==> src/rtl/cla_pkg.sv <==
// ---------------------------------------------------------------------------
// cla_pkg
//   Shared definitions for the nibble-serial CLA adder/subtractor.
//   - NIB_W   : width of one nibble step (the CLA4 slice width)
//   - state_t : controller states
// ---------------------------------------------------------------------------
package cla_pkg;

  localparam int NIB_W = 4;

  typedef enum logic [1:0] {
    ST_IDLE = 2'd0,
    ST_RUN  = 2'd1,
    ST_DONE = 2'd2
  } state_t;

endpackage

==> src/rtl/cla4.sv <==
// ---------------------------------------------------------------------------
// cla4
//   4-bit carry-lookahead adder slice.
//   Ports:
//     i_a, i_b : 4-bit addends
//     i_ci     : carry-in
//     o_s      : 4-bit sum
//     o_co     : carry-out
//     o_pg     : group propagate (all four bits propagate)
//     o_gg     : group generate (carry produced independent of i_ci)
// ---------------------------------------------------------------------------
module cla4 (
  input  logic [3:0] i_a,
  input  logic [3:0] i_b,
  input  logic       i_ci,
  output logic [3:0] o_s,
  output logic       o_co,
  output logic       o_pg,
  output logic       o_gg
);

  logic [3:0] w_g;
  logic [3:0] w_p;
  logic [4:0] w_c;

  assign w_g = i_a & i_b;
  assign w_p = i_a ^ i_b;

  // Every carry is formed directly from g/p and i_ci, no ripple.
  assign w_c[0] = i_ci;
  assign w_c[1] = w_g[0] | (w_p[0] & i_ci);
  assign w_c[2] = w_g[1] | (w_p[1] & w_g[0]) | (w_p[1] & w_p[0] & i_ci);
  assign w_c[3] = w_g[2] | (w_p[2] & w_g[1]) | (w_p[2] & w_p[1] & w_g[0])
                | (w_p[2] & w_p[1] & w_p[0] & i_ci);
  assign w_c[4] = o_gg | (o_pg & i_ci);

  assign o_pg = &w_p;
  assign o_gg = w_g[3] | (w_p[3] & w_g[2]) | (w_p[3] & w_p[2] & w_g[1])
              | (w_p[3] & w_p[2] & w_p[1] & w_g[0]);

  assign o_s  = w_p ^ w_c[3:0];
  assign o_co = w_c[4];

endmodule

==> src/rtl/cla_nibble_serial_addsub.sv <==
// ---------------------------------------------------------------------------
// cla_nibble_serial_addsub
//   Sequential WIDTH-bit adder/subtractor. One CLA4 slice processes one
//   nibble per clock, LSB nibble first; the carry between nibbles is held in
//   a register. Operands arrive on a valid/ready request port and the result
//   leaves on a valid/ready response port.
//   Ports:
//     clk, rst            : clock, synchronous active-high reset
//     in_valid / in_ready : request handshake (a, b, sub, ci)
//     sub                 : 0 -> s = a + b + ci, 1 -> s = a - b - ci
//     ci                  : carry-in (add) / borrow-in (sub)
//     out_valid/out_ready : response handshake (s, co, ovf, zero)
//     co                  : carry-out; in sub mode 1 means no borrow
//     ovf                 : signed overflow
//     zero                : s == 0
//   WIDTH must be a multiple of 4 and at least 8.
// ---------------------------------------------------------------------------
module cla_nibble_serial_addsub
  import cla_pkg::*;
#(
  parameter int WIDTH = 16
) (
  input  logic             clk,
  input  logic             rst,
  input  logic             in_valid,
  output logic             in_ready,
  input  logic [WIDTH-1:0] a,
  input  logic [WIDTH-1:0] b,
  input  logic             sub,
  input  logic             ci,
  output logic             out_valid,
  input  logic             out_ready,
  output logic [WIDTH-1:0] s,
  output logic             co,
  output logic             ovf,
  output logic             zero
);

  localparam int NIB   = WIDTH / NIB_W;
  localparam int IDX_W = $clog2(NIB);

  state_t           r_state;
  state_t           w_state_nxt;
  logic [IDX_W-1:0] r_idx;

  // Operand registers shift right one nibble per step so the active nibble
  // always sits in bits [3:0]; the partial sum shifts in from the top.
  logic [WIDTH-1:0]       r_a;
  logic [WIDTH-1:0]       r_b;
  logic [WIDTH-NIB_W-1:0] r_acc;
  logic                   r_carry;

  logic [WIDTH-1:0] r_s;
  logic             r_co;
  logic             r_ovf;
  logic             r_zero;

  logic [NIB_W-1:0] w_sum_nib;
  logic             w_co_nib;
  logic             w_unused_pg;
  logic             w_unused_gg;
  logic [WIDTH-1:0] w_s_final;
  logic             w_accept;
  logic             w_step;
  logic             w_last;
  logic             w_cin_msb;

  cla4 u_cla4 (
    .i_a  (r_a[NIB_W-1:0]),
    .i_b  (r_b[NIB_W-1:0]),
    .i_ci (r_carry),
    .o_s  (w_sum_nib),
    .o_co (w_co_nib),
    .o_pg (w_unused_pg),
    .o_gg (w_unused_gg)
  );

  assign in_ready  = (r_state == ST_IDLE);
  assign out_valid = (r_state == ST_DONE);
  assign w_accept  = in_valid && in_ready;
  assign w_step    = (r_state == ST_RUN);
  assign w_last    = (r_idx == IDX_W'(NIB - 1));

  // On the last step the current nibble is the MSB nibble, so bit 3 of the
  // active operand nibbles are the original operand sign bits.
  assign w_s_final = {w_sum_nib, r_acc};
  assign w_cin_msb = r_a[NIB_W-1] ^ r_b[NIB_W-1] ^ w_sum_nib[NIB_W-1];

  always_comb begin
    w_state_nxt = r_state;
    case (r_state)
      ST_IDLE: if (in_valid)  w_state_nxt = ST_RUN;
      ST_RUN:  if (w_last)    w_state_nxt = ST_DONE;
      ST_DONE: if (out_ready) w_state_nxt = ST_IDLE;
      default:                w_state_nxt = ST_IDLE;
    endcase
  end

  // Control and result registers
  always_ff @(posedge clk) begin
    if (rst) begin
      r_state <= ST_IDLE;
      r_idx   <= '0;
      r_s     <= '0;
      r_co    <= 1'b0;
      r_ovf   <= 1'b0;
      r_zero  <= 1'b0;
    end else begin
      r_state <= w_state_nxt;
      if (w_accept) begin
        r_idx <= '0;
      end else if (w_step) begin
        r_idx <= r_idx + IDX_W'(1);
        if (w_last) begin
          r_s    <= w_s_final;
          r_co   <= w_co_nib;
          r_ovf  <= w_cin_msb ^ w_co_nib;
          r_zero <= ~|w_s_final;
        end
      end
    end
  end

  // Operand / partial-sum datapath; subtraction is A + ~B + ~ci.
  always_ff @(posedge clk) begin
    if (w_accept) begin
      r_a     <= a;
      r_b     <= sub ? ~b : b;
      r_carry <= sub ? ~ci : ci;
    end else if (w_step) begin
      r_a     <= r_a >> NIB_W;
      r_b     <= r_b >> NIB_W;
      r_acc   <= w_s_final[WIDTH-1:NIB_W];
      r_carry <= w_co_nib;
    end
  end

  assign s    = r_s;
  assign co   = r_co;
  assign ovf  = r_ovf;
  assign zero = r_zero;

endmodule

==> config.mk <==
export PLATFORM = sky130hd
export DESIGN_NAME = cla_nibble_serial_addsub
export DESIGN_NICKNAME = d
export VERILOG_FILES = /design/src/rtl/cla_pkg.sv /design/src/rtl/cla4.sv /design/src/rtl/cla_nibble_serial_addsub.sv
export SDC_FILE = /design/constraint.sdc
export NUM_CORES = 1
export LEC_CHECK = 0
export ABC_CLOCK_PERIOD_IN_PS = 1900
export CELL_PAD_IN_SITES_DETAIL_PLACEMENT = 1
export CELL_PAD_IN_SITES_GLOBAL_PLACEMENT = 1
export CORE_AREA = 2 2 93 95
export DETAILED_ROUTE_END_ITERATION = 10
export DIE_AREA = 0 0 95 97
export MAX_ROUTING_LAYER = met4
export PLACE_DENSITY = 0.75
export SYNTH_ARGS = -nofsm -noshare
export SYNTH_HDL_FRONTEND = slang
export SYNTH_HIERARCHICAL = 1
export SYNTH_SLANG_ARGS = --single-unit
==> constraint.sdc <==
create_clock -name clk -period 1.9 [get_ports clk]
set_input_delay 0.19 -clock clk [delete_from_list [all_inputs] [get_ports clk]]
set_output_delay 0.19 -clock clk [all_outputs]
set_load 0.02 [all_outputs]
After elaboration in Yosys (flattened, before gate mapping) --
Cells that the tools add are included.
Word-level totals: logic and storage cells 73, output and inout bits 21, bits of input ports 38, register bits after elaboration 68
Cells by class: equal/unequal tests 6, add/subtract/negate cells 1, bitwise operators 34, muxes and demuxes 12, reduce and logical (&&, ||, !) cells 10
Operator list (number):
- $mux 16 | 5
- $not 16->16 | 1
- $reduce_or 16->1 | 1
- $and 1x1->1 | 15
- $or 1x1->1 | 10
- $xor 4x4->4 | 2
- $mux 2 | 3
- $pmux 2 s3 | 1
- $reduce_and 3->1 | 2
- $and 4x4->4 | 1
- $eq 2x2->1 const B | 2
- $ne 2x1->1 const B | 2
- $reduce_and 4->1 | 1
- $mux 1 | 3
- $xor 1x1->1 | 3
- $add 2x1->2 const B | 1
- $eq 2x1->1 const B | 1
- $logic_not 2->1 | 1
- $ne 2x2->1 const B | 1
- $not 1->1 | 2
- $reduce_and 2->1 | 1
- $reduce_bool 2->1 | 1
- $reduce_or 2->1 | 1
- $logic_and 1x1->1 | 1
- $logic_not 1->1 | 1

Depth between registers and ports, before layout --
depth after elaboration 8, mapped depth 7, mapped depth without buffers 7

Modules after synthesis --
The synthesis kept the hierarchy.
Modules (own cells, without submodules):
- cla_nibble_serial_addsub | instances 1, sequential area each 1811.7 µm², area each 2791.4 µm², cells each 226
- cla4 | instances 1, sequential area each 0.0 µm², area each 193.9 µm², cells each 22

Worst setup path after synthesis --
OpenSTA, ideal clock, no wires.
path type flip-flop to flip-flop, start register r_state[0], end register r_a[0] (enable), path buffers 1, data required time 1508 ps, setup slack -95 ps, cell stages (with the launch flop) 4, arrival time 1604 ps, library setup time 392 ps, cell sequence dfxtp_1 > nor2b_1 > buf_2 > or2_1
On the way: word-level cells in the longest chain between the ends 3, elaborated cells between the ends (all ways) 4, those cells by class eq/ne: 1; reduce/logical: 3
Ends and longest elaborated chain:
- from (decl) | RTL line cla_nibble_serial_addsub.sv:42 | state_t r_state;
- from (signal assigned) | RTL line cla_nibble_serial_addsub.sv:109 | r_state <= w_state_nxt;
- $logic_not 2->1 | RTL line cla_nibble_serial_addsub.sv:78 | assign in_ready = (r_state == ST_IDLE);
- $logic_and 1x1->1 | RTL line cla_nibble_serial_addsub.sv:80 | assign w_accept = in_valid && in_ready;
- $reduce_bool 2->1 (no line) (*)
- to (signal assigned) | RTL line cla_nibble_serial_addsub.sv:131 | r_a <= r_a >> NIB_W;
- to (decl) | RTL line cla_nibble_serial_addsub.sv:48 | logic [WIDTH-1:0] r_a;
Every way passes the cells marked *; elsewhere a longest branch is shown, timed or not. A chain may end at the register's enable or synchronous reset.

Final worst setup path --
start register r_b[1], end register r_ovf (netlist: ovf)
On the way: word-level cells in the longest chain between the ends 8, elaborated cells between the ends (all ways) 21, those cells by class bitwise: 20; reduce/logical: 1
Ends and longest elaborated chain:
- from (decl) | RTL line cla_nibble_serial_addsub.sv:49 | logic [WIDTH-1:0] r_b;
- from (signal assigned) | RTL line cla_nibble_serial_addsub.sv:128 | r_b <= sub ? ~b : b;
- from (signal assigned) | RTL line cla_nibble_serial_addsub.sv:132 | r_b <= r_b >> NIB_W;
- $and 4x4->4 or $xor 4x4->4 (tied branches) | RTL line cla4.sv:26, cla4.sv:27
- $and 1x1->1, on equally long branches | RTL line cla4.sv:33, cla4.sv:34
- $or 1x1->1, or another cell as far along | RTL line cla4.sv:33 | assign w_c[3] = w_g[2] | (w_p[2] & w_g[1]) | (w_p[2] & w_p[1] & w_g[0])
- $or 1x1->1 or $and 1x1->1 (tied branches) | RTL line cla4.sv:33, cla4.sv:34
- $or 1x1->1 (*) | RTL line cla4.sv:34 | | (w_p[2] & w_p[1] & w_p[0] & i_ci);
- $xor 4x4->4 (*) | RTL line cla4.sv:41 | assign o_s = w_p ^ w_c[3:0];
- net w_sum_nib[3] | RTL line cla_nibble_serial_addsub.sv:58 | logic [NIB_W-1:0] w_sum_nib;
- $xor 1x1->1 (*) | RTL line cla_nibble_serial_addsub.sv:87 | assign w_cin_msb = r_a[NIB_W-1] ^ r_b[NIB_W-1] ^ w_sum_nib[NIB_W-1];
- $xor 1x1->1 (*) | RTL line cla_nibble_serial_addsub.sv:117 | r_ovf <= w_cin_msb ^ w_co_nib;
- to (signal assigned) | RTL line cla_nibble_serial_addsub.sv:117
- to (decl) | RTL line cla_nibble_serial_addsub.sv:55 | logic r_ovf;
Mark *: on every way through the listed nets, which the timed path passes. The rest lies on a longest branch.

==> results by group <==
Die
  – Die Ht: just under 100 um
  – Site Rows: 33
  – Initial Util: ~36%
  – Die area: 9220 um2
  – CORE AREA: about 8100 um2
  – # IOs: roughly 60
  – Die Wd: 95 um

Place
  – DP Area: approximately 3700 um2
  – Port Buffers: 58
  – Placed Cells: between 400 and 500
  – GPL Wtd Cong: 0.722
  – Pre-CTS WS: -0.0137 ns
  – Final HPWL DP: approximately 4200 um

Power
  – Combinational share of power: 17.3%
  – Tot Pwr: approximately 3700 uW
  – PwrDens: roughly 930 nW/um2
  – Sw Pwr: slightly below 1000 uW
  – Sequential power share: 49.8%
  – Switch share: 26.3%
  – Peak VDD IR: between 0.3 and 0.4 mV
  – Clock power share: roughly a third
  – Leak pwr: about 0.0014 uW
  – P_int: between 2000 and 3000 uW

Worst setup path
  – Critical R2R Launch: r_b[1]$_DFFE_PP_
  – Crit-path max FO: 4
  – Worst R2R End: ovf$_SDFFE_PP0P_
  – Slowest cell on crit path: edfxtp_1
  – R2R depth: 7
  – Crit path required time: ~2.1 ns
  – Crit-path cells: ha_4 -> a41oi_2 -> o21ai_2 -> xor2_2 -> xor2_1 -> xnor2_1 -> a211oi_2
  – CP delay by family, top: XOR/XNOR gates
  – R2r setup slk: about 0.068 ns
  – WP buf/inv: 0
  – Crit end category: flop
  – Crit path DAT: slightly above 2 ns
  – Setup CP Type: flop to flop
  – Startpoint types: flop
  – Critical Path Max Stage Delay: 0.42 ns

Clocking
  – Hold buffer count at CTS: 0
  – Clock Pin Slew Worst Setup and Hold Paths: ~0.08 ns
  – Maximum root-to-sink buffer count: 2
  – CTS Buf Count: 9
  – Clk sink count: 68
  – Worst-Skew Late Latency: 0.34 ns
  – CTS root buf: clkbuf_8
  – H-tree levels: 3
  – CTS tree: done

Finish
  – Most frequent cells in the layout: 58 x clkdlybuf4s50_1, 45 x edfxtp_1, 35 x nand2_1, 33 x a21oi_1, 23 x dfxtp_1
  – Layout area overhead: 32.9%
  – Final Non-Filler Cells: between 400 and 500
  – Share of cells above drive strength 1: roughly 16%
  – # fillers: 876
  – Antenna cells: 0
  – Most common cell after layout, fill and taps aside: clkdlybuf4s50_1
  – Final #Nets: roughly 360
  – Final instance area: a little under 4000 um2

Global routing
  – Initial antenna violation count: 0
  – Largest net degree at the start of global routing: 34
  – Vias in the first global route: between 2,000 and 2,500
  – GRT Overall Usage: roughly 14%
  – First-pass GRT wire length: 9890 um
  – Gr ovfl total: 0

Synthesis
  – Synth Instances: 245
  – Synth Net Count: a little under 300
  – Synth Area per Inst: between 10 and 15 um2
  – Ys Warns: 6
  – Synth Cell Area: 2960 um2

Drt
  – Drt wl/cell: between 10 and 15 um
  – Vias: about 2,000
  – DRC errors left: 0
  – DR pass1 iterations: 4
  – Final ANT Viol Nets: 0
  – Iter 0 DRT Violations: between 50 and 60
  – Via density: 4.71
  – WL final: 5920 um

Hold path
  – HP Start: s[4]$_SDFFE_PP0P_
  – Worst Hold Path Cells: 2
  – Worst Hold Class: flop to flop
  – Worst Hold Endpoint: s[4]$_SDFFE_PP0P_

STA
  – Endpoints failing hold: 0
  – Minimum clock period: approximately 1.8 ns
  – Final setup fails: 0
  – Max-slew headroom: between 70 and 80%
  – Achievable Freq: 546 MHz
  – Worst slew pin tran: roughly 0.33 ns
  – Pins Over Slew Limit: 0
  – Post-route worst setup slack: ~0.068 ns
  – Post-route setup TNS: 0 ns
  – RSZ-0062 raised after global routing: yes
  – Final critical-path share of the clock period: slightly below 100%
  – Fin Clk Skew: between 0.007 and 0.008 ns

Job
  – Max Cap Viol: 0

Status
  – Status: complete, no violations
[registers in the layout, indices dropped and copies added, names as in the netlist]
signal   cells
co           1
zero         1
r_idx        2
ovf          1
r_a         16
r_acc       12
s           16
r_state      2
r_b         16
r_carry      1
[worst register-to-register path, delay by kind of cell (launching register included)]
family | cells | cell delay (ns)
flops | 1 | 0.42
xor+xnor | 3 | 0.62
compound gates | 3 | 0.39
fa+ha+maj | 1 | 0.28
[metrics by stage]
| stage | utilization, % | hold WS (ns) |
|---|---|---|
| after floorplan | - | 0.267 |
| after global placement | 45.1 | 0.444 |
| after detailed placement | 45.1 | 0.451 |
| after CTS | 47.8 | 0.462 |
| after global routing | 48.4 | 0.483 |
| final | 48.4 | 0.457 |
[timing repair]
action | CTS | global route
setup buffers | 2 | 0
pin swaps | 2 | 6
resized for setup | 1 | 4
endpoints found under the setup margin | 1 | 3
[per-layer routing]
metal	wire, um	track usage, %
met2	3040	23.5
met1	2580	17.2
met3	248	3.82
met5	0	-
met4	49	4.35
[cell type report]
cell class | instances | area [um2] | area share, %
inverters | 5 | 18.8 | 0.477
clock buffers | 9 | 124 | 3.15
flip-flops and latches | 68 | 1810 | 46.0
well taps | 105 | 131 | 3.34
multi-input cells | 158 | 1070 | 27.2
repair buffers | 71 | 703 | 17.9
clock inverters | 7 | 76.3 | 1.94
[power groups by stage]
stage	Combinational, uW	Sequential, uW	Clock (uW)
finish	637	1830	1210
global route	714	1850	1290
CTS	622	1820	1250
detailed placement	596	1860	0
global placement	573	1850	0
floorplan	389	1830	0
[how the worst max path moves through the flow]
| stage | cells past startpoint | to | from | slack (ns) |
|---|---|---|---|---|
| 6_report | 7 | ovf$_SDFFE_PP0P_ | r_b[1]$_DFFE_PP_ | 0.07 |
| 3_5_place_dp | 7 | ovf$_SDFFE_PP0P_ | r_b[0]$_DFFE_PP_ | -0.01 |
| 3_3_place_gp | 7 | ovf$_SDFFE_PP0P_ | r_a[0]$_DFFE_PP_ | 0.03 |
| 4_1_cts | 7 | ovf$_SDFFE_PP0P_ | r_b[0]$_DFFE_PP_ | 0.02 |
| 2_1_floorplan | 7 | ovf$_SDFFE_PP0P_ | r_a[1]$_DFFE_PP_ | 0.11 |
| 5_1_grt | 7 | zero$_SDFFE_PP0P_ | r_b[1]$_DFFE_PP_ | -0.08 |
Note: power is estimated with default switching activity, not from simulation.
